<file path="config.mk">
export PLATFORM = sky130hd
export DESIGN_NAME = fir_serial_tx
export DESIGN_NICKNAME = d
export VERILOG_FILES = /design/src/rtl/fir_serial_tx.sv
export SDC_FILE = /design/constraint.sdc
export NUM_CORES = 1
export LEC_CHECK = 0
export ABC_AREA = 1
export BUFFER_PORTS_ARGS = -buffer_cell sky130_fd_sc_hd__buf_2
export CAP_MARGIN = 25
export CORE_MARGIN = 1
export CORE_UTILIZATION = 25
export CTS_CLUSTER_SIZE = 10
export DETAILED_ROUTE_END_ITERATION = 16
export HOLD_SLACK_MARGIN = 0.12
export PLACE_DENSITY = 0.52
export SYNTH_ARGS = -nofsm -noshare
export SYNTH_HDL_FRONTEND = slang
export SYNTH_SLANG_ARGS = --single-unit
</file>
<file path="constraint.sdc">
create_clock -name i_clk -period 1.3 [get_ports i_clk]
set_input_delay 0.325 -clock i_clk [delete_from_list [all_inputs] [get_ports i_clk]]
set_output_delay 0.325 -clock i_clk [all_outputs]
set_load 0.1 [all_outputs]
</file>
<file path="src/rtl/fir_serial_tx.sv">
// fir_serial_tx: parallel-to-serial transmitter on the FIR output path.
// A 1-deep holding register decouples the FIR datapath from the serial
// shifter, so the next sample can be parked while the current one shifts out.
module fir_serial_tx #(
    parameter int DATA_WIDTH = 24,
    parameter bit LSB_FIRST  = 1'b1
) (
    input  logic                  i_clk,
    input  logic                  i_rst,
    input  logic                  i_en,
    input  logic [DATA_WIDTH-1:0] i_word,
    input  logic                  i_word_valid,
    output logic                  o_word_ready,
    input  logic                  i_ready,
    output logic                  o_dout,
    output logic                  o_dout_valid,
    output logic                  o_busy
);

    localparam int               CNT_W    = $clog2(DATA_WIDTH);
    localparam logic [CNT_W-1:0] CNT_LAST = CNT_W'(DATA_WIDTH - 1);
    localparam int               OUT_IDX  = LSB_FIRST ? 0 : DATA_WIDTH - 1;

    typedef enum logic [1:0] {
        S_IDLE  = 2'd0,
        S_OFFER = 2'd1,
        S_SHIFT = 2'd2
    } state_t;

    state_t                state_q;
    state_t                state_nxt;
    logic [DATA_WIDTH-1:0] hold_q;
    logic                  hold_full;
    logic [DATA_WIDTH-1:0] shreg_q;
    logic [CNT_W-1:0]      cnt_q;
    logic                  load_sh;
    logic                  shift_en;
    logic                  cnt_clr;
    logic                  accept;

    // Ready depends only on registered occupancy, never on i_word_valid.
    assign o_word_ready = !hold_full && i_en && !i_rst;
    assign accept       = i_word_valid && o_word_ready;

    // Outputs are decoded from registered state, so they freeze with i_en.
    assign o_dout_valid = (state_q == S_OFFER);
    assign o_dout       = (state_q == S_SHIFT) && shreg_q[OUT_IDX];
    assign o_busy       = hold_full || (state_q != S_IDLE);

    // Next-state and shifter control; nothing moves while i_en is low.
    always_comb begin
        state_nxt = state_q;
        load_sh   = 1'b0;
        shift_en  = 1'b0;
        cnt_clr   = 1'b0;
        if (i_en) begin
            case (state_q)
                S_IDLE: begin
                    if (hold_full) begin
                        load_sh   = 1'b1;
                        state_nxt = S_OFFER;
                    end
                end
                S_OFFER: begin
                    if (i_ready) begin
                        cnt_clr   = 1'b1;
                        state_nxt = S_SHIFT;
                    end
                end
                S_SHIFT: begin
                    shift_en = 1'b1;
                    if (cnt_q == CNT_LAST) begin
                        if (hold_full) begin
                            load_sh   = 1'b1;
                            state_nxt = S_OFFER;
                        end else begin
                            state_nxt = S_IDLE;
                        end
                    end
                end
                default: state_nxt = S_IDLE;
            endcase
        end
    end

    // State register.
    always_ff @(posedge i_clk) begin
        if (i_rst) state_q <= S_IDLE;
        else       state_q <= state_nxt;
    end

    // Holding register: fill from upstream, drain into the shifter.
    always_ff @(posedge i_clk) begin
        if (i_rst) begin
            hold_q    <= '0;
            hold_full <= 1'b0;
        end else if (accept) begin
            hold_q    <= i_word;
            hold_full <= 1'b1;
        end else if (load_sh) begin
            hold_full <= 1'b0;
        end
    end

    // Shift register and bit counter; a fresh load wins over the final shift.
    always_ff @(posedge i_clk) begin
        if (i_rst) begin
            shreg_q <= '0;
            cnt_q   <= '0;
        end else if (load_sh) begin
            shreg_q <= hold_q;
            cnt_q   <= '0;
        end else if (shift_en) begin
            shreg_q <= LSB_FIRST ? {1'b0, shreg_q[DATA_WIDTH-1:1]}
                                 : {shreg_q[DATA_WIDTH-2:0], 1'b0};
            cnt_q   <= cnt_q + CNT_W'(1);
        end else if (cnt_clr) begin
            cnt_q   <= '0;
        end
    end

endmodule
</file>
After elaboration in Yosys (flattened, before gate mapping)
Cells that the tools add are included.

Register bits after elaboration: 56. Input bits: 29. Output and inout bits: 4. Word-level logic and storage cells: 46.

$add $sub $neg: 1. Equal/unequal tests: 6. Mux-type cells: 20. Reductions and logical operators: 14.

Operator list (number): $mux 24 (2); $mux 1 (11); $mux 5 (2); $reduce_bool 2->1 (4); $mux 2 (3); $pmux 2 s3 (1); $add 5x1->5 const B (1); $eq 5x5->1 const B (1); $logic_and 1x1->1 (4); $ne 2x2->1 const B (2); $reduce_and 4->1 (1); $eq 2x1->1 const B (1); $eq 2x2->1 const B (1); $logic_not 1->1 (2); $logic_not 2->1 (1); $ne 2x1->1 const B (1); $pmux 1 s2 (1); $reduce_or 2->1 (1); $logic_or 1x1->1 (1).

Depth between registers and ports, before layout
Depth in word-level cells: 6. Mapped depth: 10. Gate-level depth less buffers: 10.

Worst setup path before layout
No wires, ideal clock.

Kind: flip-flop to output port. Start: reg state_q[0]. End: out o_dout. Arrival: 1.766 ns. Data required time: 0.975 ns. Setup slack: -0.791 ns. Stages on the path, launching flop included: 4. Buffers on the path: 0. Path through: dfxtp_1 -> inv_1 -> nand2_1 -> nor2_1.

Word-level cells in the longest chain between the ends: 2.

RTL lines: start, declared (line 30) `state_t state_q;`; start signal, assigned (line 89) `else state_q <= state_nxt;`; $eq 2x2->1 (line 47) `assign o_dout = (state_q == S_SHIFT) && shreg_q[OUT_IDX];`; $logic_and 1x1->1 (line 47); end, declared (line 15) `output logic o_dout,`.

Every way passes these cells.

Worst setup path in the final report
Start: reg hold_full. End: out o_word_ready.

Word-level cells in the longest chain between the ends: 3.

RTL lines: start, declared (line 33) `logic hold_full;`; start signal, assigned (line 96) `hold_full <= 1'b0;`; start signal, assigned (line 99) `hold_full <= 1'b1;`; start signal, assigned (line 101) `hold_full <= 1'b0;`; $logic_not 1->1 (line 42) `assign o_word_ready = !hold_full && i_en && !i_rst;`; $logic_and 1x1->1 (2 in a row) (line 42); end, declared (line 13) `output logic o_word_ready,`.

Every way passes these cells.

==> run_results.csv <==
group,metric,value,unit
run_status,outcome,"finished with violations",
run_status,failed_checks,"setup timing",
critical_path,rr_worst_depth,8,
critical_path,startpoint_type,"flip-flop",
drt,route.vias.total,2411,
global_route,antenna_found_initial,0,
worst_hold_path,hold_path_class,"in -> reg",
drt,wirelength,6570,um
floorplanning,start_util,0.262,
yosys,synthTopCellsByCount,"nand2_1, dfxtp_1, a21oi_1, inv_1, nand3_1",
timing,timing.final.crit_period,1560,ps
final_layout,final_cell_count_no_fill,547,
final_layout,fill_cells,993,
drt,ant_nets,0,
global_route,grt_max_degree,28,
final_layout,layout.nets,447,
floorplanning,boundaryPins,33,
yosys,yosys.area_share.simple,0.279,
placement,io_buffer_count,32,
clock_network,cts_tree,"yes",
clock_network,clkTransAtPathRegs,100,ps
final_layout,stdcell_area,0.00381,sq mm
yosys,yosysUniqueCellTypes,20,
placement,dp.cells,525,
yosys,synth_area,0.00245,sq mm
yosys,synth_fp_nets,382,
timing,worstMarginPinSlew,409,ps
global_route,overflow,0,
clock_network,h-tree-depth,2,
yosys,avgSynthCellArea,6.97,sq um
global_route,grt_pass1_vias,2161,
yosys,async_reset_ff_frac,0,
drt,first_iter_violations,84,
yosys,synth_compound_area_frac,0.160,
final_layout,drive_above_1_share,0.428,
final_layout,antenna_cells,0,
clock_network,cts_buffers,5,
critical_path,end_kind,"output pin",
clock_network,cts_root_buf,"clkbuf_8",
timing,clock_skew,5.82,ps
yosys,synthAdderAreaFrac,0.00510,
drt,wire_per_inst,12.0,um
placement,dp_slack,-193,ps
critical_path,worstPathMaxFanout,3,
yosys,synth.area.top_cells,"dfxtp_1, nand2_1, a21oi_1",
timing,finalSetupViolations,53,
yosys,synth.largest_area_cell,"dfxtp_1",
clock_network,clk_latency,310,ps
critical_path,critPathKind,"reg -> out",
timing,holdWs,273,ps
yosys,synth_top_area_share,0.457,
yosys,ys_seq_elements,56,
placement,place_area,0.00310,sq mm
timing,slew_headroom,0.727,
yosys,synth_most_common_cell,"nand2_1",
final_layout,areaGrowthSynthToFinish,55.4,%
yosys,post_synth_inst_count,352,
floorplanning,dieArea,0.0102,sq mm
yosys,synth_xor_area_frac,0.00357,
clock_network,cts_max_path_buffers,2,
yosys,synth_mux_area_frac,0,
yosys,synth_edf_count,0,
global_route,grt_pass1_wl,10800,um
floorplanning,die_w,101,um
timing,finalSetupTns,-5960,ps
worst_hold_path,hold_depth,3,
timing,timing.fmax,0.640,GHz
clock_network,clock_sinks,56,
critical_path,arrival,1240,ps
yosys,yosys_warnings,0,
timing,hold_viol,0,
placement,place_congestion,0.779,
timing,setup_slack,-262,ps
timing,finalCritPeriodShare,1.20,
yosys,synth_top_family_by_area,"simple AND/OR/NAND/NOR gates",
yosys,ys.flop_type,"dfxtp_1",
power,vdd_ir_drop_max,0.574,mV
timing,grt_setup_unrepaired,"true",
floorplanning,fp.dieH,101,um
power,p_leak,0.00150,uW
run,cap_violations,0,
floorplanning,core_area,0.00937,sq mm
floorplanning,num_rows,35,
critical_path,cp.required,980,ps
global_route,grtUsageTotal,0.136,
drt,viasPerCell,4.41,
timing,slew_viol_final,0,
yosys,synth-seq-area-share,0.457,
placement,dp_hpwl,3990,um
drt,route.detailed.drc,0,
drt,dr.pass1.iters,4,
power,p_per_area,930,mW/mm^2
-- kinds of logic after synthesis --
group	after synthesis
simple gates	160
fa+ha+maj	1
flops	56
buf+inv	56
compound gates	78
xor+xnor	1
-- worst paths after layout --
path               from            to  slack (ps)
min           i_word[4]     hold_q[4]         270
max reg2reg  state_q[0]    shreg_q[8]        -180
min reg2reg  hold_q[16]    hold_q[16]         460
max           hold_full  o_word_ready        -260
-- through the flow --
step	util	power (uW)
2_1_floorplan	-	2190
3_3_place_gp	0.331	2400
3_5_place_dp	0.331	2410
4_1_cts	0.373	3500
5_1_grt	0.407	3730
6_report	0.407	3540
-- report_power, final --
| part | total [uW] | leakage, uW | internal, uW | switching (uW) |
|---|---|---|---|---|
| clock network | 990 | 0.0000455 | 437 | 553 |
| registers | 1830 | 0.000459 | 1800 | 37.3 |
| logic | 719 | 0.000992 | 326 | 393 |
-- worst max-delay path, cell delays in order, from the launching register on --
cell and delay, ps:
dfxtp_2 350, buf_6 110, nor3_4 180, buf_6 130, buf_12 160
-- placed cells by master (no fill, tap or decap), drive strengths merged --
cell | Yosys | routed
nand3 | 34 | 34
ha | 1 | 1
o211ai | 1 | 1
clkinvlp | 0 | 1
inv | 37 | 36
nor2 | 9 | 9
nand2 | 114 | 114
a21oi | 53 | 53
or2 | 1 | 1
o21ai | 24 | 24
buf | 10 | 77
xor2 | 1 | 1
clkbuf | 9 | 8
dfxtp | 56 | 56
nor3 | 2 | 2
-- area by class of cell --
| cell class | instances | area (sq um) | share of cell area |
|---|---|---|---|
| sequential | 56 | 1130 | 0.297 |
| inverter | 37 | 145 | 0.0381 |
| multi-input combinational | 240 | 1510 | 0.396 |
| tap | 129 | 161 | 0.0424 |
| clock buffer | 8 | 90.1 | 0.0236 |
| timing repair buffer | 77 | 772 | 0.203 |
-- metal layers --
layer	routed length, um	track usage	part of all wire	vias to the layer above
li1	-	-	-	1258
met3	185	0.0173	0.028	8
met4	87	0.0535	0.013	0
met5	0	0	0	-
met1	3250	0.191	0.49	1106
met2	3050	0.208	0.46	39
-- registers in the layout, summed over array words and instances, names as in the netlist --
register,flops
hold_q,24
shreg_q,24
cnt_q,5
state_q,2
hold_full,1
-- repair_timing --
action,in CTS,in global routing
endpoints found under the setup margin,60,60
hold buffers,0,0
gates resized for setup,50,96
cloned,3,0
buffers inserted,9,3
pin swaps,14,29
Note: power is estimated with default switching activity, not from simulation.
